File: config.mk
export PLATFORM = sky130hd
export DESIGN_NAME = rr_arbiter4
export DESIGN_NICKNAME = d
export VERILOG_FILES = /design/src/rtl/arb_pkg.sv /design/src/rtl/rr_pick4.sv /design/src/rtl/rr_arbiter4.sv
export SDC_FILE = /design/constraint.sdc
export NUM_CORES = 1
export LEC_CHECK = 0
export ABC_AREA = 0
export ABC_CLOCK_PERIOD_IN_PS = 1900
export CELL_PAD_IN_SITES_DETAIL_PLACEMENT = 1
export CELL_PAD_IN_SITES_GLOBAL_PLACEMENT = 2
export CORE_UTILIZATION = 30
export CTS_CLUSTER_DIAMETER = 150
export DETAILED_ROUTE_END_ITERATION = 7
export PLACE_DENSITY_LB_ADDON = 0.2
export SETUP_SLACK_MARGIN = 0.2
export SYNTH_ARGS = -nofsm -noshare
export SYNTH_HDL_FRONTEND = slang
export SYNTH_SLANG_ARGS = --single-unit
File: constraint.sdc
create_clock -name clk -period 1.9 [get_ports clk]
set_clock_uncertainty 0.05 [all_clocks]
set_input_delay 0.57 -clock clk [delete_from_list [all_inputs] [get_ports clk]]
set_output_delay 0.57 -clock clk [all_outputs]
set_load 0.01 [all_outputs]
File: src/rtl/arb_pkg.sv
// Shared types and helpers for the 4-way round-robin arbiter.
// State encoding, sizing constants and one-hot encode.
package arb_pkg;

   localparam int N_REQ = 4;
   localparam int IDX_W = 2;

   typedef enum logic {
      IDLE  = 1'b0,
      GRANT = 1'b1
   } state_e;

   // Valid for one-hot or zero input; zero maps to index 0.
   function automatic logic [IDX_W-1:0] onehot_to_idx(
      input logic [N_REQ-1:0] oh
   );
      return {oh[3] | oh[2], oh[3] | oh[1]};
   endfunction

endpackage

File: src/rtl/rr_pick4.sv
// Rotating-priority picker: first set mask bit scanning
// cyclically upward from ptr wins.
module rr_pick4
   import arb_pkg::*;
(
   input  logic [IDX_W-1:0] ptr,
   input  logic [N_REQ-1:0] mask,
   output logic [N_REQ-1:0] onehot,
   output logic [IDX_W-1:0] idx,
   output logic             any
);

   always_comb begin
      idx = '0;
      // Walk from lowest to highest priority so the
      // highest-priority hit is written last.
      for (int k = N_REQ - 1; k >= 0; k--) begin
         if (mask[IDX_W'(ptr + IDX_W'(k))]) begin
            idx = IDX_W'(ptr + IDX_W'(k));
         end
      end
      any    = |mask;
      onehot = any ? (N_REQ'(1) << idx) : '0;
   end

endmodule

File: src/rtl/rr_arbiter4.sv
// Four-requester round-robin arbiter with registered one-hot
// grant, encoded index and optional per-owner hold limit.
module rr_arbiter4
   import arb_pkg::*;
#(
   parameter int unsigned MAX_HOLD = 8
) (
   input  logic             clk,
   input  logic             rst,
   input  logic [N_REQ-1:0] req,
   output logic [N_REQ-1:0] gnt,
   output logic [IDX_W-1:0] gnt_idx,
   output logic             gnt_valid
);

   localparam int HW =
      (MAX_HOLD > 0) ? $clog2(MAX_HOLD + 1) : 1;
   localparam logic [HW-1:0] HOLD_MAX = HW'(MAX_HOLD);
   localparam logic [HW-1:0] ONE      = HW'(1);

   state_e           state_q, state_d;
   logic [N_REQ-1:0] gnt_q, gnt_d;
   logic [IDX_W-1:0] ptr_q, ptr_d;
   logic [HW-1:0]    hold_q, hold_d;

   logic [IDX_W-1:0] own;
   logic [IDX_W-1:0] pick_ptr;
   logic [N_REQ-1:0] pick_oh;
   logic [IDX_W-1:0] pick_idx;
   logic             pick_any;
   logic             timeout;
   logic             stay;

   assign own     = onehot_to_idx(gnt_q);
   assign timeout = (MAX_HOLD != 0) && (hold_q == HOLD_MAX);
   assign stay    = req[own] && !timeout;

   // On release the scan starts just past the outgoing owner.
   assign pick_ptr =
      (state_q == GRANT) ? own + 2'd1 : ptr_q;

   rr_pick4 u_pick (
      .ptr    (pick_ptr),
      .mask   (req),
      .onehot (pick_oh),
      .idx    (pick_idx),
      .any    (pick_any)
   );

   always_comb begin
      state_d = state_q;
      gnt_d   = gnt_q;
      ptr_d   = ptr_q;
      hold_d  = hold_q;
      unique case (state_q)
         IDLE: begin
            if (pick_any) begin
               gnt_d   = pick_oh;
               hold_d  = ONE;
               state_d = GRANT;
            end
         end
         GRANT: begin
            if (stay) begin
               if (hold_q != '1) hold_d = hold_q + ONE;
            end else begin
               ptr_d = own + 2'd1;
               if (pick_any) begin
                  gnt_d  = pick_oh;
                  hold_d = ONE;
               end else begin
                  gnt_d   = '0;
                  state_d = IDLE;
               end
            end
         end
      endcase
   end

   always_ff @(posedge clk) begin
      if (rst) begin
         state_q <= IDLE;
         gnt_q   <= '0;
         ptr_q   <= '0;
         hold_q  <= '0;
      end else begin
         state_q <= state_d;
         gnt_q   <= gnt_d;
         ptr_q   <= ptr_d;
         hold_q  <= hold_d;
      end
   end

   assign gnt       = gnt_q;
   assign gnt_idx   = own;
   assign gnt_valid = |gnt_q;

   logic unused_idx;
   assign unused_idx = ^pick_idx;

endmodule

==> impl_results.md <==
* Worst-path maximum fanout at 2
* Hold WC Path Type: flip-flop to flip-flop
* First-pass GRT wire length at just over 4000 um
* DIE WIDTH at 52.7 um
* Post-Synth XOR/XNOR Area at 0.0114
* Yosys top cell by area: dfxtp_1
* Worst-Skew Late Latency at around 0.26 ns
* Critical Path End Type: output pin
* Crit Path Class: flip-flop to output pin
* Root Buffer: clkbuf_4
* Detailed Route WL at between 3000 and 4000 um
* Gpl congestion at approximately 0.70
* Vias post-DR at roughly 900
* Status: finished, violations left
* Pre-CTS setup slack at -0.493 ns
* H-tree depth at 1
* Overall Power at about 0.85 mW
* Final Max Tran Viols at 0
* Cell area after placement at roughly 1100 um2
* Post-synth cell types at 43
* PnR worst setup slack at -0.0382 ns
* Die H at between 50 and 60 um
* F_max at between 500 and 600 MHz
* Failing checks: setup timing
* Initial antenna violation count at 0
* Row count at 18
* Die area at about 2800 um2
* Met2 usage at 0.409
* Crit path DAT at 1.32 ns
* Grt met1 use at 0.216
* Area share of fa/ha/maj cells after synthesis at 0.0325
* Complex-gate fraction of the synthesized area at 0.317
* Mux cell area share after synthesis at 0.0390
* Switching portion of total power at 0.349
* Internal at 0.552 mW
* Most common cell in the synthesized netlist: dfxtp_1
* Maxcap violations at 0
* Fin crit period at roughly 1.9 ns
* GRT busiest layer: met2
* Net Switching at 0.295 mW
* Seq cells post-synth at 11
* Fraction of layout cells with a size suffix above 1 at 0.507
* Vias in the first global route at 903
* Port bufs at 12
* Seq pwr share at 0.314
* Seq/Total Area, Yosys at 0.286
* Cell area after layout at ~1400 um2
* Initial DRC Count at 1
* Critical Path RT at approximately 1.3 ns
* Post-Synth Simple-Gate Area at 0.255
* Slew margin rel. at 0.779
* Antenna Nets Post-Route at 0
* Fin. Hold Viols at 0
* Worst Reg-to-Reg Cells at 7
* Largest family of logic cells by synthesized area: compound AO/OA/AOI/OAI gates
* Average wire per standard cell at 18.5 um
* Critical path launch point type: flip-flop
* Setup TNS Final at -0.0712 ns
* Core area at 2450 um2
* Hold-fix buffers, CTS at 0
* Vias per std cell at approximately 5.4
* GRT Total Usage at 0.206
* CTS clk-pin slew, worst paths at about 0.070 ns
* TritonCTS clock tree: built
* Min Hold Slack at about 0.47 ns
* # clock sinks at 11
* Inserted Diodes at 0
* Clock Power Share at 0.185
* Post-synthesis instance total at 92
* Post-DP HPWL at 1830 um
* Share of the synthesized area in the top cell type at 0.286
* Post-synthesis area per instance at 8.38 um2
* Starting Density at 0.314
* Post-route DRC at 0
* Most used DFF post-synth: dfxtp_1
* Layout area overhead at 77.1%
* Hold path cells at 2
* Area contributors post-synth: dfxtp_1 29%, o21ai_0 4.5%, mux2i_1 3.9%
* Async S/R FF share, synth at 0
* I/O pin count at 13
* Met3 Track Usage GR at 0.0174
* Largest net degree at the start of global routing at 8
* RSZ-0062 raised after global routing: yes
* Drt first pass iters at 3
* Pleak at 0.564 nW
* Slew @ Worst Pin at roughly 0.33 ns
* Combinational share of power at 0.501
* PD cells at 620 nW/um2
* Worst ir drop on vdd at 0.000544 V
* Inserted Clock Buffers at 3
* Syn Nets at 100
* Nets@finish at 143
* Synthesized area at a little under 800 um2
* EDFF count, synth at 0
* Top cells by count, synth: 11 x dfxtp_1, 7 x o21ai_0, 6 x inv_1
* Gr ovfl total at 0
* Yosys warnings at 0
* Final setup viols at 2
* Clk buf depth at 2
* Fin crit share at 1.02
## critical path: stages (launching register included)
cell     delay, ns
dfxtp_2       0.32
or2_1         0.26
or3_4         0.35
buf_6         0.13
## timing repair
action,CTS,global route
setup buffers,2,4
pin swaps,16,14
endpoints found under the hold margin,0,0
setup endpoints to repair,18,13
gates resized for setup,51,20
## layout by cell type, fill, tap and decap left out, drive strengths merged, types with 2 or more instances in the layout
cell type / n
buf: 32
dfxtp: 11
dlygate4sd2: 7
o21ai: 7
inv: 6
nand2: 5
o21a: 4
a21oi: 4
nor2: 4
clkbuf: 4
nor3: 4
nand3: 3
o2bb2ai: 3
mux2i: 3
a21boi: 3
a41oi: 2
nor4b: 2
nor2b: 2
a221o: 2
ha: 2
or2: 2
and2: 2
nor3b: 2
a31oi: 2
a22o: 2
## worst paths after layout
| path | slack (ns) | endpoint | start |
|---|---|---|---|
| max | -0.04 | gnt_valid | gnt[2] |
| min | 0.47 | ptr_q[0] | ptr_q[0] |
| max reg2reg | -0.03 | gnt[3] | gnt[2] |
| min reg2reg | 0.47 | ptr_q[0] | ptr_q[0] |
## cell families (layout without fill, tap and decap cells)
kind of cell             Yosys count  after routing
XOR/XNOR                           1              1
multiplexers                       3              3
buffers and inverters              9             51
AND/OR/NAND/NOR                   33             33
AO/OA/AOI/OAI                     33             33
flip-flops                        11             11
adder cells (fa/ha/maj)            2              2
## registers in the layout, indices dropped and copies added (netlist names)
name	count
gnt	4
hold_q	4
ptr_q	2
state_q	1
## power by group through the flow
stage | clock network, mW | logic (mW) | registers (mW)
after floorplan | 0 | 0.148 | 0.272
after global placement | 0 | 0.295 | 0.266
after detailed placement | 0 | 0.300 | 0.268
after CTS | 0.164 | 0.353 | 0.264
after global routing | 0.171 | 0.449 | 0.268
final | 0.157 | 0.425 | 0.266
## cell type report
type | count | area, um2
clock buffers | 4 | 26.3
inverters | 6 | 22.5
well taps | 30 | 37.5
flip-flops and latches | 11 | 226
fillers | 286 | 1090
multi-input cells | 72 | 703
repair buffers | 41 | 349
## per-layer routing
| metal | vias up | routed length [um] |
|---|---|---|
| li1 | 432 | - |
| met5 | - | 0 |
| met2 | 13 | 1720 |
| met4 | 0 | 93 |
| met3 | 8 | 64 |
| met1 | 437 | 1160 |
## stage by stage
stage               cells  utilization
finish                164        0.556
floorplan              92            -
detailed placement    154        0.443
global route          164        0.556
global placement      154        0.443
CTS                   160        0.511
(Power assumes the default switching activity.)
==> patch 1 (same flow settings) <==
Reset style: asynchronous (`rst`), changed in one clocked block.
--- a/src/rtl/rr_arbiter4.sv
+++ b/src/rtl/rr_arbiter4.sv
@@ -77,7 +77,7 @@
       endcase
    end
 
-   always_ff @(posedge clk) begin
+   always_ff @(posedge clk or posedge rst) begin
       if (rst) begin
          state_q <= IDLE;
          gnt_q   <= '0;
Formal check against the unedited RTL: differs if rst is asserted again (counterexample within 4 cycles, from zero or initial values and one cycle with rst high); with rst held inactive, the same outputs for 10 cycles.
==> patch 1 against the original RTL <==
- the run still ends with setup timing left
- wire length is 21% lower
- sequential cell count stayed put
- cell area is 8.4% lower
- setup slack worse by 0.090 ns
- global-route usage is 0.88 points higher
- first-iteration DRC count grew to 5.0 times the old value
- area after synthesis is 0.49% lower
- highest routed layer unchanged
Power is not compared: it rests on default switching activity, and its combinational part moved more than twofold at a synthesized area within 25%.
==> patch 1: results (changes against the original RTL) <==
* Placed Cells at 135 (was 154)
* Yosys warns at 0 (unchanged)
* HP Class: flop to flop (unchanged)
* Count of buffers from port buffering at 12 (unchanged)
* Cts bufs inserted at 3 (unchanged)
* Endpoints failing setup at 6 (was 2)
* Failing checks: setup timing (unchanged)
* Synth Net Count at 87 (was 100)
* Iteration-0 DRC Markers at 5 (was 1)
* Slew margin rel. at 71.98% (was 77.94%)
* Worst VDD drop at 0.001023 V
* Worst path arrival time at 2.14 ns (was 1.32 ns)
* DP HPWL at 1704 µm (was 1834 µm)
* Slowest stage delay, CP at 0.41 ns (was 0.35 ns)
* Place WS at -0.4304 ns (was -0.4929 ns)
* Area delta synth->final at 62.97% (was 77.11%)
* Drt total wl at 2410 µm (was 3040 µm)
* Nets@finish at 126 (was 143)
* DP Area at 0.001060 mm² (was 0.001087 mm²)
* DRC at 0 (unchanged)
* Count leader, synth: dfrtp_1 (was dfxtp_1)
* GP Congestion at 0.7628 (was 0.7017)
* Final worst slack at -0.1287 ns (was -0.03824 ns)
* Ranking of synthesized cells by area: dfrtp_1 36%, mux2_1 4.4%, ha_1 3.3% (was dfxtp_1 29%, o21ai_0 4.5%, mux2i_1 3.9%)
* Clk pin slew, worst setup/hold paths at 0.06 ns
* Family with the most delay on the worst path: compound AO/OA/AOI/OAI gates (was simple AND/OR/NAND/NOR gates)
* Async set-reset flop share out of synthesis at 100.0% (was 0%)
* Status: finished, violations left (unchanged)
* Netlist cell types at 40 (was 43)
* CP max FO at 4 (was 2)
* Initial antenna violation count at 0 (unchanged)
* Largest net degree at the start of global routing at 12 (was 8)
* Drt first pass iters at 4 (was 3)
* Synth cell count leaders: 11 x dfrtp_1, 5 x inv_1, 5 x nand2_1, 5 x o21ai_1, 4 x a21oi_1 (was 11 x dfxtp_1, 7 x o21ai_0, 6 x inv_1)
* Clk_lat worst skew at 0.28 ns (was 0.26 ns)
* Fillers at 262 (was 286)
* CTS H-tree lvls at 1 (unchanged)
* ANT cells at 0 (unchanged)
* Gr usage total at 21.45% (was 20.58%)
* Clk root buf: clkbuf_4 (unchanged)
* Mapped Avg Cell Area at 9.709 µm² (was 8.378 µm²)
* Vias per cell at 5.303 (was 5.427)
* Seq/Total Area, Yosys at 35.89% (was 28.57%)
* Slowest CP cell: dfrtp_2 (was or3_4)
* Routed via count at 769 (was 890)
* Vias in the first global route at 840 (was 903)
* Clk buf depth at 2 (unchanged)
* Leakage power at 0.5495 nW
* First-pass GRT wire length at 4140 µm (was 4022 µm)
* Share of layout cells above drive strength 1 at 54.70% (was 50.75%)
## patch 1: timing repair
action | in CTS | in global routing
setup buffers | 4 | 2
setup endpoints to repair | 18 | 17
resized for setup | 47 | 15
hold buffers | 0 | 0
gates cloned | 0 | 0
pin swaps | 16 | 5
## patch 1: cell type report
cell class | count | share of cell area (%)
clock buffer | 4 | 2.102
inverter | 5 | 1.502
multi-input combinational | 61 | 46.95
sequential | 11 | 22.32
tap | 28 | 2.803
timing repair buffer | 36 | 24.32
## patch 1: cell families (layout without fill, tap and decap cells)
family	after synthesis	in the layout	synth area share [%]
simple gates	27	27	22.19
fa+ha+maj	2	2	3.262
mux	6	6	8.809
compound gates	25	25	22.84
xor+xnor	1	1	2.121
buf+inv	7	45	4.894
flops	11	11	35.89
## patch 1: worst register-to-register path: stages (launching register included)
cell and delay [ns]:
dfrtp_2 0.41, buf_6 0.14, xor2_4 0.19, a21oi_4 0.20, mux2_4 0.33, a211o_4 0.37, a32o_1 0.23
## patch 1: routing by layer
metal / GRT usage (%) / vias up / routed length (µm)
li1: - / 370 / -
met1: 27.63 / 382 / 1071
met2: 34.18 / 12 / 1228
met3: 4.928 / 5 / 75
met4: 8.772 / 0 / 36
met5: 0 / - / 0
## patch 1: final timing paths
check	from	to	slack, ns	depth (start not counted)
max in group asynchronous	rst	gnt[3]	0.94	2
worst max register to register	gnt[2]	gnt[0]	-0.13	6
min in group asynchronous	rst	ptr_q[1]	0.54	2
worst max-delay path	gnt[2]	gnt[0]	-0.13	6
worst min-delay path	ptr_q[1]	ptr_q[1]	0.50	1
worst min register to register	ptr_q[1]	ptr_q[1]	0.50	1
## patch 1: report_power, final
group / internal, mW / switching [mW]
registers: 0.330 / 0.109
logic: 0.902 / 0.703
clock network: 0.0816 / 0.0787
## patch 1: through the flow
stage	hold WS (ns)	setup TNS [ns]
4_1_cts	0.4971	-0.4950
3_3_place_gp	0.4609	-4.048
5_1_grt	0.5094	-1.071
3_5_place_dp	0.4832	-4.284
6_report	0.4952	-0.5366
2_1_floorplan	0.3723	-0.06606
==> patch 2 (config.mk and constraints unchanged) <==
Without the edit above. Set the parameter `MAX_HOLD` to 16 (it was 8).
--- a/src/rtl/rr_arbiter4.sv
+++ b/src/rtl/rr_arbiter4.sv
@@ -3,7 +3,7 @@
 module rr_arbiter4
    import arb_pkg::*;
 #(
-   parameter int unsigned MAX_HOLD = 8
+   parameter int unsigned MAX_HOLD = 16
 ) (
    input  logic             clk,
    input  logic             rst,
Formal check against the unedited RTL: not equivalent (Yosys sat finds a counterexample within 10 cycles, from zero or initial values and one cycle with rst high).
==> patch 2 against the original RTL <==
- the run still ends with setup timing left
- fmax rose by 1.6%
- cell area rose by 7.5%
- wire length rose by 0.72%
- hold slack got worse by 0.011 ns
- non-clock buffer count rose by 2
- area after synthesis rose by 7.0%
- total power rose by 13%
- cell count rose by 4.3%
- combinational power rose by 7.8%
- sequential cell count rose by 1
- setup slack improved by 0.031 ns
- critical endpoint is now gnt[1]
- highest routed layer unchanged
==> patch 2: results (changes against the original RTL) <==
* Status: finished, violations left (unchanged)
* Failing checks: setup timing (unchanged)
* Hold_sp: hold_q[4] (was ptr_q[0])
* GP Congestion at 0.7578 (was 0.7017)
* Footprint of the multi-input gates at 739.5 µm² (was 703.2 µm²)
* Ranking of synthesized cells by area: dfxtp_1 29%, ha_1 4.6%, nand3_1 4.2% (was dfxtp_1 29%, o21ai_0 4.5%, mux2i_1 3.9%)
* Largest net degree at the start of global routing at 10 (was 8)
* Vias in the first global route at 982 (was 903)
* Cts repair resizes at 73 (was 51)
* Clk_lat worst skew at 0.28 ns (was 0.26 ns)
* DP Area at 0.001119 mm² (was 0.001087 mm²)
* P_seq at 289 µW (was 266 µW)
* Vias per cell at 5.456 (was 5.427)
* Endpoints failing setup at 1 (was 2)
* Seq/Total Area, Yosys at 29.14% (was 28.57%)
* Drt total wl at 3062 µm (was 3040 µm)
* Share of layout cells above drive strength 1 at 64.54% (was 50.75%)
* Drt first pass iters at 4 (was 3)
* Setup Fix Bufs, Post-CTS at 10 (was 2)
* Worst r2r src: gnt[1] (was gnt[2])
* First-pass GRT wire length at 4802 µm (was 4022 µm)
* RR Endpoint: gnt[1] (was gnt[3])
* Worst slew pin tran at 0.3474 ns (was 0.3303 ns)
* Synth cell count leaders: 12 x dfxtp_1, 8 x inv_1, 7 x nand3_1 (was 11 x dfxtp_1, 7 x o21ai_0, 6 x inv_1)
* P_comb at 458 µW (was 425 µW)
* CP max FO at 5 (was 2)
* Synth Net Count at 106 (was 100)
* Netlist cell types at 44 (was 43)
* Iteration-0 DRC Markers at 9 (was 1)
* Worst VDD drop at 0.0003750 V (was 0.0005438 V)
* Mapped Avg Cell Area at 8.500 µm² (was 8.378 µm²)
* Clk pin slew, worst setup/hold paths at 0.09 ns (was 0.07 ns)
* Total negative slack at -0.007527 ns (was -0.07118 ns)
* Psw at 323.9 µW (was 295.2 µW)
* R2R depth at 8 (was 7)
* DP HPWL at 1944 µm (was 1834 µm)
* Routed via count at 933 (was 890)
* Place WS at -0.4598 ns (was -0.4929 ns)
* Hold Slack at 0.4584 ns (was 0.4691 ns)
* Final worst slack at -0.007527 ns (was -0.03824 ns)
* Hold Path Sink: hold_q[4] (was ptr_q[0])
* Cell Area, Synth at 824.5 µm² (was 770.7 µm²)
* Gr usage total at 23.25% (was 20.58%)
[patch 2: cell types whose count changed after synthesis, sizes merged, moves of 3 or more]
cell,unedited run,this run
a21oi,4,7
mux2i,3,0
nand2b,1,4
nand3,3,7
nor3,4,0
o21a,4,1
[patch 2: cell families (layout without fill, tap and decap cells)]
kind of cell	after synthesis	count (layout)	share of synthesized area [%]
AO/OA/AOI/OAI	34	34	31.41
XOR/XNOR	1	1	1.062
adder cells (fa/ha/maj)	3	3	4.553
buffers and inverters	11	55	6.069
flip-flops	12	12	29.14
multiplexers	1	1	1.820
AND/OR/NAND/NOR	35	35	25.95
[patch 2: worst max-delay path, delay by kind of cell (launching register included)]
| kind | cells | cell delay, ns |
|---|---|---|
| mux | 1 | 0.31 |
| compound gates | 4 | 0.66 |
| flops | 1 | 0.36 |
| buf+inv | 3 | 0.40 |
[patch 2: area by class of cell]
class                   instances  share of cell area (%)
multi-input cells              74                   50.38
repair buffers                 43                   25.75
flip-flops and latches         12                   16.79
well taps                      30                   2.558
clock buffers                   4                   2.472
inverters                       8                   2.046
[patch 2: worst max path at each step]
stage | start | endpoint | slack (ns)
final | gnt[1] | gnt[1] | -0.008
after global routing | gnt[1] | gnt[1] | -0.05
after CTS | gnt[1] | ptr_q[1] | -0.03
after detailed placement | req[2] | hold_q[3] | -0.46
after global placement | req[0] | ptr_q[1] | -0.40
after floorplan | req[0] | ptr_q[1] | 0.14
[patch 2: routing by layer]
layer | routed length [µm] | vias to the layer above | track usage (%)
met2 | 1648 | 15 | 41.26
met3 | 58 | 6 | 3.889
met1 | 1312 | 457 | 28.05
met5 | 0 | - | 0
li1 | - | 455 | -
met4 | 42 | 0 | 7.692
